### config.mk
export PLATFORM = sky130hd
export DESIGN_NAME = hex_key_entry_flat
export DESIGN_NICKNAME = d
export VERILOG_FILES = /design/src/rtl/hex_key_entry_pkg.sv /design/src/rtl/hex_key_entry_if.sv /design/src/rtl/hex_key_entry_button.sv /design/src/rtl/hex_key_entry.sv /design/src/flat_wrapper.sv
export SDC_FILE = /design/constraint.sdc
export NUM_CORES = 1
export LEC_CHECK = 0
export ABC_AREA = 1
export CORE_UTILIZATION = 45
export CTS_BUF_LIST = sky130_fd_sc_hd__clkbuf_16
export CTS_CLUSTER_SIZE = 12
export DETAILED_ROUTE_END_ITERATION = 16
export HOLD_SLACK_MARGIN = 0.08
export PLACE_DENSITY = 0.74
export SYNTH_ARGS = -nofsm -noshare
export SYNTH_HDL_FRONTEND = slang
export SYNTH_SLANG_ARGS = --single-unit
export TNS_END_PERCENT = 30
### constraint.sdc
create_clock -name clk -period 4.2 [get_ports clk]
set_input_delay 0.63 -clock clk [delete_from_list [all_inputs] [get_ports clk]]
set_output_delay 0.63 -clock clk [all_outputs]
set_load 0.02 [all_outputs]
### src/rtl/hex_key_entry_pkg.sv
// hex_key_entry_pkg: FSM states and digit geometry shared by the hex entry block, its interface and bench
package hex_key_entry_pkg;
  typedef enum logic {COLLECT, OFFER} state_t;
  localparam int NUM_DIGITS = 4;
  localparam int DIGIT_W = 4;
  localparam int WORD_W = NUM_DIGITS * DIGIT_W;
endpackage

### src/rtl/hex_key_entry_if.sv
// hex_key_entry_if: valid/ready word offer (value_out, value_valid from master; value_ready from slave)
interface hex_key_entry_if;
  import hex_key_entry_pkg::*;
  logic [WORD_W-1:0] value_out;
  logic value_valid;
  logic value_ready;
  modport master(output value_out, output value_valid, input value_ready);
  modport slave(input value_out, input value_valid, output value_ready);
endinterface

### src/rtl/hex_key_entry_button.sv
// button_debounce: key_n (raw active-low) -> 2-flop sync -> debounced level -> one-cycle press pulse; clk, rst (async active-low)
module button_debounce #(
  parameter int DEBOUNCE_CYCLES = 500000
) (
  input  logic clk,
  input  logic rst,
  input  logic key_n,
  output logic press
);
  localparam int CW = $clog2(DEBOUNCE_CYCLES + 1);
  logic [1:0] sync_q, sync_d;
  logic level_q, level_d, prev_q, prev_d, press_q, press_d;
  logic [CW-1:0] cnt_q, cnt_d;
  logic done;
  always_comb begin
    sync_d = {sync_q[0], key_n};
    done = cnt_q == CW'(DEBOUNCE_CYCLES - 1);
    level_d = (sync_q[1] != level_q && done) ? ~level_q : level_q;
    cnt_d = (sync_q[1] != level_q && !done) ? cnt_q + 1'b1 : '0;
    prev_d = level_q;
    press_d = prev_q & ~level_q;
  end
  always_ff @(posedge clk or negedge rst) begin
    if (!rst) begin
      sync_q <= 2'b11;
      level_q <= 1'b1;
      prev_q <= 1'b1;
      press_q <= 1'b0;
      cnt_q <= '0;
    end else begin
      sync_q <= sync_d;
      level_q <= level_d;
      prev_q <= prev_d;
      press_q <= press_d;
      cnt_q <= cnt_d;
    end
  end
  assign press = press_q;
endmodule

### src/rtl/hex_key_entry.sv
// hex_key_entry: debounced enter/clear keys shift sw_digit into entry_value/digit_count; full word offered on vif (master)
module hex_key_entry
  import hex_key_entry_pkg::*;
#(
  parameter int DEBOUNCE_CYCLES = 500000
) (
  input  logic                  clk,
  input  logic                  rst,
  input  logic [DIGIT_W-1:0]    sw_digit,
  input  logic                  key_enter_n,
  input  logic                  key_clear_n,
  output logic [WORD_W-1:0]     entry_value,
  output logic [2:0]            digit_count,
  hex_key_entry_if.master       vif
);
  state_t state_q, state_d;
  logic [WORD_W-1:0] entry_q, entry_d, vout_q, vout_d, shifted;
  logic [2:0] count_q, count_d;
  logic valid_q, valid_d, enter_p, clear_p;
  button_debounce #(.DEBOUNCE_CYCLES(DEBOUNCE_CYCLES)) u_enter (
    .clk(clk), .rst(rst), .key_n(key_enter_n), .press(enter_p)
  );
  button_debounce #(.DEBOUNCE_CYCLES(DEBOUNCE_CYCLES)) u_clear (
    .clk(clk), .rst(rst), .key_n(key_clear_n), .press(clear_p)
  );
  always_comb begin
    state_d = state_q;
    entry_d = entry_q;
    count_d = count_q;
    vout_d = vout_q;
    valid_d = valid_q;
    shifted = {entry_q[WORD_W-DIGIT_W-1:0], sw_digit};
    if (state_q == OFFER) begin
      if (vif.value_ready || clear_p) begin
        state_d = COLLECT;
        valid_d = 1'b0;
        entry_d = '0;
        count_d = '0;
      end
    end else if (clear_p) begin
      entry_d = '0;
      count_d = '0;
    end else if (enter_p) begin
      entry_d = shifted;
      count_d = count_q + 3'd1;
      if (count_q == 3'(NUM_DIGITS - 1)) begin
        state_d = OFFER;
        valid_d = 1'b1;
        vout_d = shifted;
      end
    end
  end
  always_ff @(posedge clk or negedge rst) begin
    if (!rst) begin
      state_q <= COLLECT;
      entry_q <= '0;
      count_q <= '0;
      vout_q <= '0;
      valid_q <= 1'b0;
    end else begin
      state_q <= state_d;
      entry_q <= entry_d;
      count_q <= count_d;
      vout_q <= vout_d;
      valid_q <= valid_d;
    end
  end
  assign entry_value = entry_q;
  assign digit_count = count_q;
  assign vif.value_out = vout_q;
  assign vif.value_valid = valid_q;
endmodule

### src/flat_wrapper.sv
// flat-port wrapper written by rule: the top's interface ports become plain ports
module hex_key_entry_flat import hex_key_entry_pkg::*;
#(
  parameter int DEBOUNCE_CYCLES = 500000
)
  (clk, rst, sw_digit, key_enter_n, key_clear_n, entry_value, digit_count, vif_value_out, vif_value_valid, vif_value_ready);
  hex_key_entry_if vif_i ();
  input  logic clk;
  input  logic rst;
  input  logic [DIGIT_W-1:0] sw_digit;
  input  logic key_enter_n;
  input  logic key_clear_n;
  output logic [WORD_W-1:0] entry_value;
  output logic [2:0] digit_count;
  output wire logic [$bits(vif_i.value_out)-1:0] vif_value_out;
  output wire logic [$bits(vif_i.value_valid)-1:0] vif_value_valid;
  input wire logic [$bits(vif_i.value_ready)-1:0] vif_value_ready;
  assign vif_value_out = vif_i.value_out;
  assign vif_value_valid = vif_i.value_valid;
  assign vif_i.value_ready = vif_value_ready;
  hex_key_entry #(.DEBOUNCE_CYCLES(DEBOUNCE_CYCLES)) u_core (.clk(clk), .rst(rst), .sw_digit(sw_digit), .key_enter_n(key_enter_n), .key_clear_n(key_clear_n), .entry_value(entry_value), .digit_count(digit_count), .vif(vif_i));
endmodule
==> impl_results.md, run 1 <==
* Status: complete, no violations
* CP Capture Type: primary output
* Clk_skew at 0.007103 ns
* Largest net degree at the start of global routing at 86
* Hold Path Class: flip-flop to flip-flop
* Internal power at 0.001335 W
* Vias in the first global route at 2,768
* HPWL after detailed placement at 5.035 mm
* Post-Syn Nets at 452
* First-pass GRT wire length at 12.19 mm
* Post-CTS Setup Bufs at 0
* Final Core Density at 56.43%
* # IOs at 45
* GRT Total Usage at 17.80%
* Fin crit share at 47.12%
* Slew HR at 32.36%
* Vias/cell at 4.876
* Antenna cells at 0
* Area of the multi-input gates at 0.001498 sq mm
* Post-synth ARST share at 100.0%
* Max-cap violations at 0
* Final Hold Viols at 0
* Row count at 33
* Combinational share of power at 6.4%
* Die Y at 94.86 microns
* Sequential fraction of the synthesis area at 55.08%
* CTS Buf Count at 9
* Worst r2r src: u_core.digit_count[0]$_DFFE_PN0P_
* Number of H-tree levels at 3
* Leading register cell type out of synthesis: dfrtp_1
* Least-Margin Pin Slew at 1.015 ns
* Setup CP Type: flip-flop to primary output
* Sw power at 0.0003716 W
* Layout cells sized above 1 at 9.350%
* Chip width at 94.86 microns
* Crit path max-delay family: buffers and inverters
* Wire per inst at 12.11 microns
* Mapped Area at 0.003880 sq mm
* Final wirelength at 7.230 mm
* Crit path max fanout at 4
* Reg power frac at 50.2%
* Nature of the critical path startpoint: flip-flop
* Most frequent cells in the layout: nand2_1 (88), nor2_1 (80), dfrtp_1 (77), inv_1 (55), clkdlybuf4s50_1 (43)
* Crit-path slowest cell: clkdlybuf4s50_1
* Max Freq at 0.5053 GHz
* Worst-path cell chain: clkdlybuf4s50_1
* Clock Path Buffers at 2
* CTS clk-pin slew, worst paths at 0.06 ns
* Reg area at 0.002137 sq mm
* Clk pwr share at 43.4%
* Synth warnings at 0
* Skew-Pair Late Insertion Delay at 0.33 ns
* Seq cells post-synth at 85
* CTS tree: built
* Setup crit start: u_core.digit_count[0]$_DFFE_PN0P_
* Port bufs at 44
* Global route total overflow at 0
* Root Buffer: clkbuf_16
* Core Box Area at 0.008299 sq mm
* Detailed Route Iter0 Violations at 129
* DRC at 0
* Via Count at 2,911
* Tmin final at 1.979 ns
* Fin area at 0.004683 sq mm
* Clock tree sinks at 85
* Placer Congestion at 0.8489
* Setup-failing EPs final at 0
* CP Buf/Inv Count at 1
* First-pass DRT Iterations at 4
* Area growth from synthesis to final layout at 20.70%
* Most common cell after layout, fill and taps aside: nand2_1
* Pwr/cell area at 364.4 mW/mm^2
* Critical path's largest stage delay at 0.62 ns
* Synth cell types at 30
* Die area at 0.008997 sq mm
* Routed Antenna Nets at 0
* Final nets at 500
* Worst VDD drop at 0.1863 mV
* RSZ-0062 raised after global routing: no
* EDFF count, synth at 0
* Fin Setup TNS at 0 ns
* Critical path arrival at 1.35 ns
* Avg Inst Size Synth at 8.838 sq um
* Worst path required time at 3.57 ns
* Slew Viols, Final at 0
* Resized cells post-CTS at 0
* Switching Fraction at 21.78%
* # hold bufs at CTS at 0
* Cell count after synthesis at 439
* Initial Utilization at 46.75%
* Initial antenna violation count at 0
* # fillers at 719
* Area of placed instances at 0.004403 sq mm
* Leakage at 2.076 nW
* Worst Min Path Start: u_core.u_clear.sync_q[0]$_DFF_PN1_
==> sequential cells by signal (all words and copies together) (netlist names), 2 cells and up <==
signal,flops
u_core.u_clear.cnt_q,19
u_core.vif.value_out,16
u_core.digit_count,3
u_core.u_clear.sync_q,2
u_core.u_enter.sync_q,2
u_core.u_enter.cnt_q,19
u_core.entry_value,16
==> cells by family (layout without fill, tap and decap cells) <==
group                      count (synthesis)  count (layout)  share of synthesized area, %
AOI/OAI and AO/OA                         41              41                         5.901
adders and majority gates                  4               4                         1.290
xor gates and xnor gates                  25              25                         5.643
and+or+nand+nor                          224             224                         25.77
buffers and inverters                     60             113                         6.320
DFF                                       85              85                         55.08
==> cells in the mapped netlist, types with 5 or more instances <==
library cell / instances / area, sq um
xor2_1: 15 / 131.4
dfstp_2: 8 / 210.2
nand4_1: 7 / 43.79
nand2_2: 7 / 43.79
o21ai_0: 24 / 120.1
o22ai_1: 13 / 81.33
nand3_1: 25 / 125.1
nor2_2: 5 / 31.28
dfrtp_1: 77 / 1927
xnor2_1: 10 / 87.58
nand3_2: 5 / 50.05
nor2_1: 80 / 300.3
inv_1: 51 / 191.4
nand2_1: 88 / 330.3
==> path summary, 6_finish.rpt <==
path	cells past startpoint	slack, ns	endpoint
max in group asynchronous	1	3.08	u_core.u_enter.cnt_q[15]$_DFF_PN0_
worst max register to register	4	2.52	u_core.vif.value_out[9]$_DFFE_PN0P_
worst max-delay path	1	2.22	digit_count[0]
worst min register to register	0	0.35	u_core.u_clear.sync_q[1]$_DFF_PN1_
worst min-delay path	0	0.35	u_core.u_clear.sync_q[1]$_DFF_PN1_
min in group asynchronous	1	0.47	u_core.entry_value[2]$_DFFE_PN0P_
==> power groups by stage <==
stage	Sequential, W	Combinational, W	Clock [W]
after floorplan	0.000886	0.0000349	0
after global placement	0.000870	0.000108	0
after detailed placement	0.000871	0.000111	0
after CTS	0.000856	0.000111	0.000756
after global routing	0.000858	0.000121	0.000792
final	0.000856	0.000109	0.000741
==> area by class of cell <==
type / instances / area share, %
clock inverters: 7 / 1.176
clock buffers: 9 / 4.809
inverters: 53 / 4.248
flip-flops and latches: 85 / 45.63
well taps: 105 / 2.805
multi-input cells: 294 / 31.98
repair buffers: 44 / 9.351
==> per-layer routing <==
metal | global-route usage, % | up-vias | share of wire, %
met5 | 0 | - | 0
met4 | 7.955 | 0 | 1.3
met3 | 4.911 | 9 | 6.4
met2 | 27.58 | 73 | 45
met1 | 23.22 | 1351 | 48
li1 | - | 1478 | -
==> stage by stage <==
stage	total power, W	setup slack, ns	hold slack, ns	instances
2_1_floorplan	0.0009206	2.751	0.3344	439
3_3_place_gp	0.0009788	2.270	0.3462	581
4_1_cts	0.001724	2.219	0.3553	597
5_1_grt	0.001771	2.170	0.3569	597
6_report	0.001706	2.221	0.3548	597
3_5_place_dp	0.0009812	2.225	0.3468	581
Power figures use the tool's default switching activity.
==> run 2, diff against run 1 <==
- clock period: 4.2 -> 2 ns (I/O delays scaled with it)
==> run 2 against run 1 <==
  * Sequential share of layout area decreased by 0.54 points
  * First-iteration DRC count rose by 2.3%
  * Die area unchanged
  * Design area is 1.2% higher
  * Final cell count grew 0.84%
  * Core utilization increased by 0.68 points
  * Clock skew grew 0.0013 ns
  * Count of clock-buffer cells in the layout stayed put
  * Combinational power increased by 120%
  * Non-clock buffer count rose by 5
  * Register-to-register slack lost 2.0 ns
  * Largest power group unchanged
==> impl_results.md, run 2 (synthesized netlist as in run 1, its figures left out) <==
* Fin crit share at 83.54%
* Placer Congestion at 0.8413 (-0.90%)
* Slew Viols, Final at 0 (unchanged)
* Slew HR at 63.53% (+31 points)
* Area growth from synthesis to final layout at 22.15%
* Worst VDD drop at 0.3924 mV (+110%)
* Initial antenna violation count at 0 (unchanged)
* Root Buffer: clkbuf_16
* Crit-path slowest cell: clkdlybuf4s50_1
* Number of H-tree levels at 3 (unchanged)
* Critical path's largest stage delay at 0.65 ns (+0.03 ns)
* # hold bufs at CTS at 1 (+1)
* Max-cap violations at 0 (unchanged)
* CTS tree: built
* Pwr/cell area at 767.1 mW/mm^2 (+110%)
* Final wirelength at 7.847 mm (+8.5%)
* Core Box Area at 0.008299 sq mm (unchanged)
* Die area at 0.008997 sq mm (unchanged)
* Clock tree sinks at 85 (unchanged)
* Fin Setup TNS at 0 ns (unchanged)
* CP Capture Type: primary output
* GR Util met1 at 25.57% (+2.3 points)
* Most common cell after layout, fill and taps aside: nand2_1
* Status: complete, no violations
* Vias in the first global route at 2,871 (+3.7%)
* Leakage at 2.101 nW (+1.2%)
* CP Buf/Inv Count at 1 (unchanged)
* CTS Buf Count at 9 (unchanged)
* Critical path arrival at 1.37 ns (+0.02 ns)
* Most frequent cells in the layout: nand2_1 (88), nor2_1 (80), dfrtp_1 (77), inv_1 (54), clkdlybuf4s50_1 (43)
* Worst path required time at 1.70 ns (-1.87 ns)
* First-pass GRT wire length at 13.33 mm (+9.3%)
* Antenna cells at 0 (unchanged)
* GRT Total Usage at 19.30% (+1.5 points)
* HPWL after detailed placement at 5.517 mm (+9.6%)
* Met2 GRT Util at 30.70% (+3.1 points)
* Placed instance count at 585 (+0.69%)
* Nature of the critical path startpoint: flip-flop
* Crit path max-delay family: buffers and inverters
* Post-CTS Setup Bufs at 0 (unchanged)
* Least-Margin Pin Slew at 0.5458 ns (-0.4689 ns)
* Worst-path cell chain: clkdlybuf4s50_1
* Final nets at 505 (+1.0%)
* Skew-Pair Late Insertion Delay at 0.34 ns (about the same)
* Port bufs at 44 (unchanged)
* Max Freq at 0.5985 GHz
* Largest net degree at the start of global routing at 30 (-65%)
* Hold Path Class: flip-flop to flip-flop
* Via Count at 3,002 (+3.1%)
* Vias/cell at 4.987 (+2.3%)
* Biggest regs: u_core.u_clear.cnt_q: 19 flops, u_core.u_enter.cnt_q: 19 flops
* Non-Filler Instances at 602 (+0.84%)
* Crit path max fanout at 4 (unchanged)
* Wire per inst at 13.03 microns (+7.6%)
* Routed Antenna Nets at 0 (unchanged)
* DRC at 0 (unchanged)
* Layout cells sized above 1 at 10.06% (+0.71 points)
* Grt peak-use layer: met2
* First-pass DRT Iterations at 4 (unchanged)
* Die Y at 94.86 microns (unchanged)
* Clk_skew at 0.008357 ns (+0.001253 ns)
* Initial Utilization at 46.75% (unchanged)
* Global route total overflow at 0 (unchanged)
* Chip width at 94.86 microns (unchanged)
* CTS clk-pin slew, worst paths at 0.06 ns (about the same)
* Final Hold Viols at 0 (unchanged)
* Grt met3 use at 3.382% (-1.5 points)
* Tmin final at 1.671 ns
* Setup-failing EPs final at 0 (unchanged)
* Resized cells post-CTS at 0 (unchanged)
* Detailed Route Iter0 Violations at 132 (+2.3%)
* RSZ-0062 raised after global routing: no
* # IOs at 45 (unchanged)
* Row count at 33 (unchanged)
* Setup CP Type: flip-flop to primary output
* Clock Path Buffers at 2 (unchanged)
## run 2: routing by layer
| metal | share of wire, % | routed length (microns) | up-vias |
|---|---|---|---|
| li1 | - | - | 1486 |
| met4 | 2.2 | 175 | 0 |
| met1 | 46 | 3610 | 1433 |
| met3 | 4.4 | 346 | 16 |
| met2 | 47 | 3714 | 67 |
| met5 | 0 | 0 | - |
## run 2: layout make-up
class	instances	area, sq um
Fill cell	734	3560
Sequential cell	85	2137
Multi-Input combinational cell	294	1498
Timing Repair Buffer	49	490.5
Clock buffer	9	225.2
Inverter	53	198.9
Tap cell	105	131.4
Clock inverter	7	58.81
## run 2: report_power, final
group          switching, W  internal (W)
clock              0.000643      0.000951
combinational      0.000141      0.000100
sequential        0.0000334       0.00177
## run 2: worst paths after layout
| path | startpoint | to | slack, ns | cells after the start |
|---|---|---|---|---|
| min | u_core.u_clear.sync_q[0]$_DFF_PN1_ | u_core.u_clear.sync_q[1]$_DFF_PN1_ | 0.36 | 0 |
| min in group asynchronous | rst | u_core.entry_value[10]$_DFFE_PN0P_ | 0.42 | 2 |
| max reg2reg | u_core.digit_count[0]$_DFFE_PN0P_ | u_core.vif.value_out[6]$_DFFE_PN0P_ | 0.49 | 5 |
| max | u_core.digit_count[0]$_DFFE_PN0P_ | digit_count[0] | 0.33 | 1 |
| max in group asynchronous | rst | u_core.u_clear.sync_q[1]$_DFF_PN1_ | 0.95 | 3 |
| min reg2reg | u_core.u_clear.sync_q[0]$_DFF_PN1_ | u_core.u_clear.sync_q[1]$_DFF_PN1_ | 0.36 | 0 |
## run 2: through the flow
step | power [W] | area [sq um] | worst slack [ns] | utilization, % | hold WS (ns)
floorplan | 0.001933 | 3880 | 0.5511 | - | 0.004409
global placement | 0.002065 | 4446 | 0.4022 | 53.57 | 0.2390
detailed placement | 0.002073 | 4446 | 0.3687 | 53.57 | 0.2390
CTS | 0.003666 | 4740 | 0.3280 | 57.11 | 0.3553
global route | 0.003756 | 4740 | 0.2853 | 57.11 | 0.3597
finish | 0.003636 | 4740 | 0.3291 | 57.11 | 0.3553
==> run 3, diff against run 2 <==
- clock period: 2 -> 1.6 ns (I/O delays scaled with it)
==> run 3 against run 2 <==
  * Clock power up 18%
  * Critical path depth stayed put
  * Final cell count up 0.17%
==> impl_results.md, run 3 (synthesized netlist as in run 1, its figures left out) <==
* Clk_skew at 0.005981 ns (-0.002376 ns)
* Area growth from synthesis to final layout at 22.67%
* Antenna cells at 0 (unchanged)
* Worst reg2reg setup slack at 0.15 ns (-0.34 ns)
* Leakage at 2.121 nW (+0.95%)
* Port bufs at 44 (unchanged)
* Die area at 0.008997 sq mm (unchanged)
* Clock tree sinks at 85 (unchanged)
* First-pass DRT Iterations at 5 (+1)
* # IOs at 45 (unchanged)
* DRC at 0 (unchanged)
* Critical path's largest stage delay at 0.62 ns (-0.03 ns)
* Tmin final at 1.551 ns
* Hold endpoint: u_core.u_clear.sync_q[0]$_DFF_PN1_
* Vias/cell at 4.968 (-0.37%)
* Setup CP Type: flip-flop to primary output
* Clock Path Buffers at 2 (unchanged)
* Placed instance count at 586 (+0.17%)
* Final nets at 506 (+0.20%)
* First-pass GRT wire length at 12.81 mm (-3.9%)
* Worst Hold Depth at 1 (+1)
* CP Buf/Inv Count at 1 (unchanged)
* Detailed Route Iter0 Violations at 129 (-2.3%)
* Core Box Area at 0.008299 sq mm (unchanged)
* Slew Viols, Final at 0 (unchanged)
* RR Endpoint: u_core.u_enter.cnt_q[12]$_DFF_PN0_
* Nature of the critical path startpoint: flip-flop
* CTS clk-pin slew, worst paths at 0.06 ns (about the same)
* Biggest regs: u_core.u_clear.cnt_q: 19 flops, u_core.u_enter.cnt_q: 19 flops
* Chip width at 94.86 microns (unchanged)
* Skew-Pair Late Insertion Delay at 0.33 ns (about the same)
* Routed Antenna Nets at 0 (unchanged)
* Via Count at 2,996 (-0.20%)
* RSZ-0062 raised after global routing: no
* Row count at 33 (unchanged)
* GRT Total Usage at 18.56% (-0.74 points)
* Area of the multi-input gates at 0.001500 sq mm (+0.17%)
* Setup-failing EPs final at 0 (unchanged)
* Final Hold Viols at 0 (unchanged)
* Most frequent cells in the layout: nand2_1 (88), nor2_1 (80), dfrtp_1 (77), inv_1 (51), clkdlybuf4s50_1 (40)
* Final wirelength at 7.573 mm (-3.5%)
* Wire per inst at 12.56 microns (-3.7%)
* Fin area at 0.004760 sq mm (+0.42%)
* Initial antenna violation count at 0 (unchanged)
* Initial Utilization at 46.75% (unchanged)
* Min Hold Slack at 0.3101 ns (-0.04519 ns)
* Global route total overflow at 0 (unchanged)
* Largest net degree at the start of global routing at 41 (+37%)
* Non-Filler Instances at 603 (+0.17%)
* Die Y at 94.86 microns (unchanged)
* Crit-path slowest cell: clkdlybuf4s50_1
* HPWL after detailed placement at 5.234 mm (-5.1%)
* Pwr/cell area at 931.4 mW/mm^2 (+21%)
* Status: complete, no violations
* Max-cap violations at 0 (unchanged)
* Reg area at 0.002137 sq mm (unchanged)
* Worst VDD drop at 0.4791 mV (+22%)
* Root Buffer: clkbuf_16
* Vias in the first global route at 2,819 (-1.8%)
* CTS tree: built
* CP Capture Type: primary output
* Slew HR at 60.67% (-2.9 points)
* Crit path max-delay family: buffers and inverters
* Worst-path cell chain: clkdlybuf4s50_1
* Area of placed instances at 0.004466 sq mm (+0.45%)
* Least-Margin Pin Slew at 0.5885 ns (+0.04279 ns)
* Final Core Density at 57.35% (+0.24 points)
* Number of H-tree levels at 3 (unchanged)
* Placer Congestion at 0.8354 (-0.70%)
* Most common cell after layout, fill and taps aside: nand2_1
* CTS Buf Count at 9 (unchanged)
* Max Freq at 0.6447 GHz
* R2R depth at 7 (+2)
* Critical path arrival at 1.31 ns (-0.06 ns)
* Hold Path Class: input pin to flip-flop
* Worst r2r src: u_core.u_enter.cnt_q[0]$_DFF_PN0_
* Worst path required time at 1.36 ns (-0.34 ns)
* Layout cells sized above 1 at 11.04% (+0.98 points)
* Crit path max fanout at 2 (-2)
* Fin Setup TNS at 0 ns (unchanged)
* # fillers at 711 (-3.1%)
* Fin crit share at 96.94%
* Worst Min Path Start: key_clear_n
run 3: changes by cell type in the layout (fill, tap and decap cells not counted):
cell / before / now
clkinv_2: 1 / 0
ha_1: 4 / 3
clkinvlp_4: 0 / 3
dlymetal6s2s_1: 0 / 2
inv_1: 54 / 51
buf_12: 1 / 2
ha_2: 0 / 1
clkdlybuf4s50_1: 43 / 40
bufinv_16: 1 / 0
clkinv_4: 0 / 3
inv_6: 1 / 0
dlygate4sd2_1: 0 / 1
run 3: worst max path at each step:
stage	from	end	slack (ns)	depth (start not counted)
after floorplan	u_core.digit_count[0]$_DFFE_PN0P_	u_core.vif.value_out[2]$_DFFE_PN0P_	0.15	6
after global placement	vif_value_ready	u_core.entry_value[7]$_DFFE_PN0P_	0.11	6
after detailed placement	vif_value_ready	u_core.entry_value[0]$_DFFE_PN0P_	0.08	6
after CTS	u_core.digit_count[1]$_DFFE_PN0P_	digit_count[1]	0.0009	1
after global routing	u_core.u_enter.cnt_q[0]$_DFF_PN0_	u_core.u_enter.cnt_q[12]$_DFF_PN0_	0.005	7
final	u_core.vif.value_out[11]$_DFFE_PN0P_	vif_value_out[11]	0.05	1
run 3: final cells by class:
cell class,instances,share of cell area [%]
timing repair buffer,50,10.80
sequential,85,44.90
clock buffer,9,4.732
inverter,53,4.180
tap,105,2.760
multi-input combinational,294,31.52
clock inverter,7,1.104
run 3: repair_timing:
item / CTS / global route
setup endpoints to repair: 1 / 7
endpoints found under the hold margin: 24 / 0
cloned: 0 / 0
buffers inserted: 0 / 0
resized for setup: 1 / 3
hold buffers: 1 / 0
run 3: power breakdown:
group	leakage [nW]	internal, W	switching [W]	total, W
combinational	0.879	0.000125	0.000175	0.000300
clock	0.125	0.00105	0.000832	0.00188
sequential	1.12	0.00221	0.0000409	0.00225
total	2.12	0.00338	0.00105	0.00443
run 3: per-stage QoR:
step                      power (W)  worst slack (ns)
after floorplan            0.002417            0.1511
after global placement     0.002581            0.1096
after detailed placement   0.002588           0.07952
after CTS                  0.004498         0.0009143
after global routing       0.004608          0.004694
final                      0.004433           0.04893
run 3: layer usage:
layer	routed length, microns	vias up	share of wire (%)	track usage (%)
met4	74	0	0.98	9.091
met3	358	4	4.7	2.576
met5	0	-	0	0
met1	3605	1434	48	25.73
li1	-	1492	-	-
met2	3534	66	47	28.60
run 3: worst reg2reg max path, stage by stage (launching register included):
cell	delay, ns
dfrtp_1	0.42
ha_2	0.25
nand3_2	0.12
inv_1	0.12
nand2_2	0.09
nor2_1	0.12
xor2_1	0.16
nor2_1	0.05
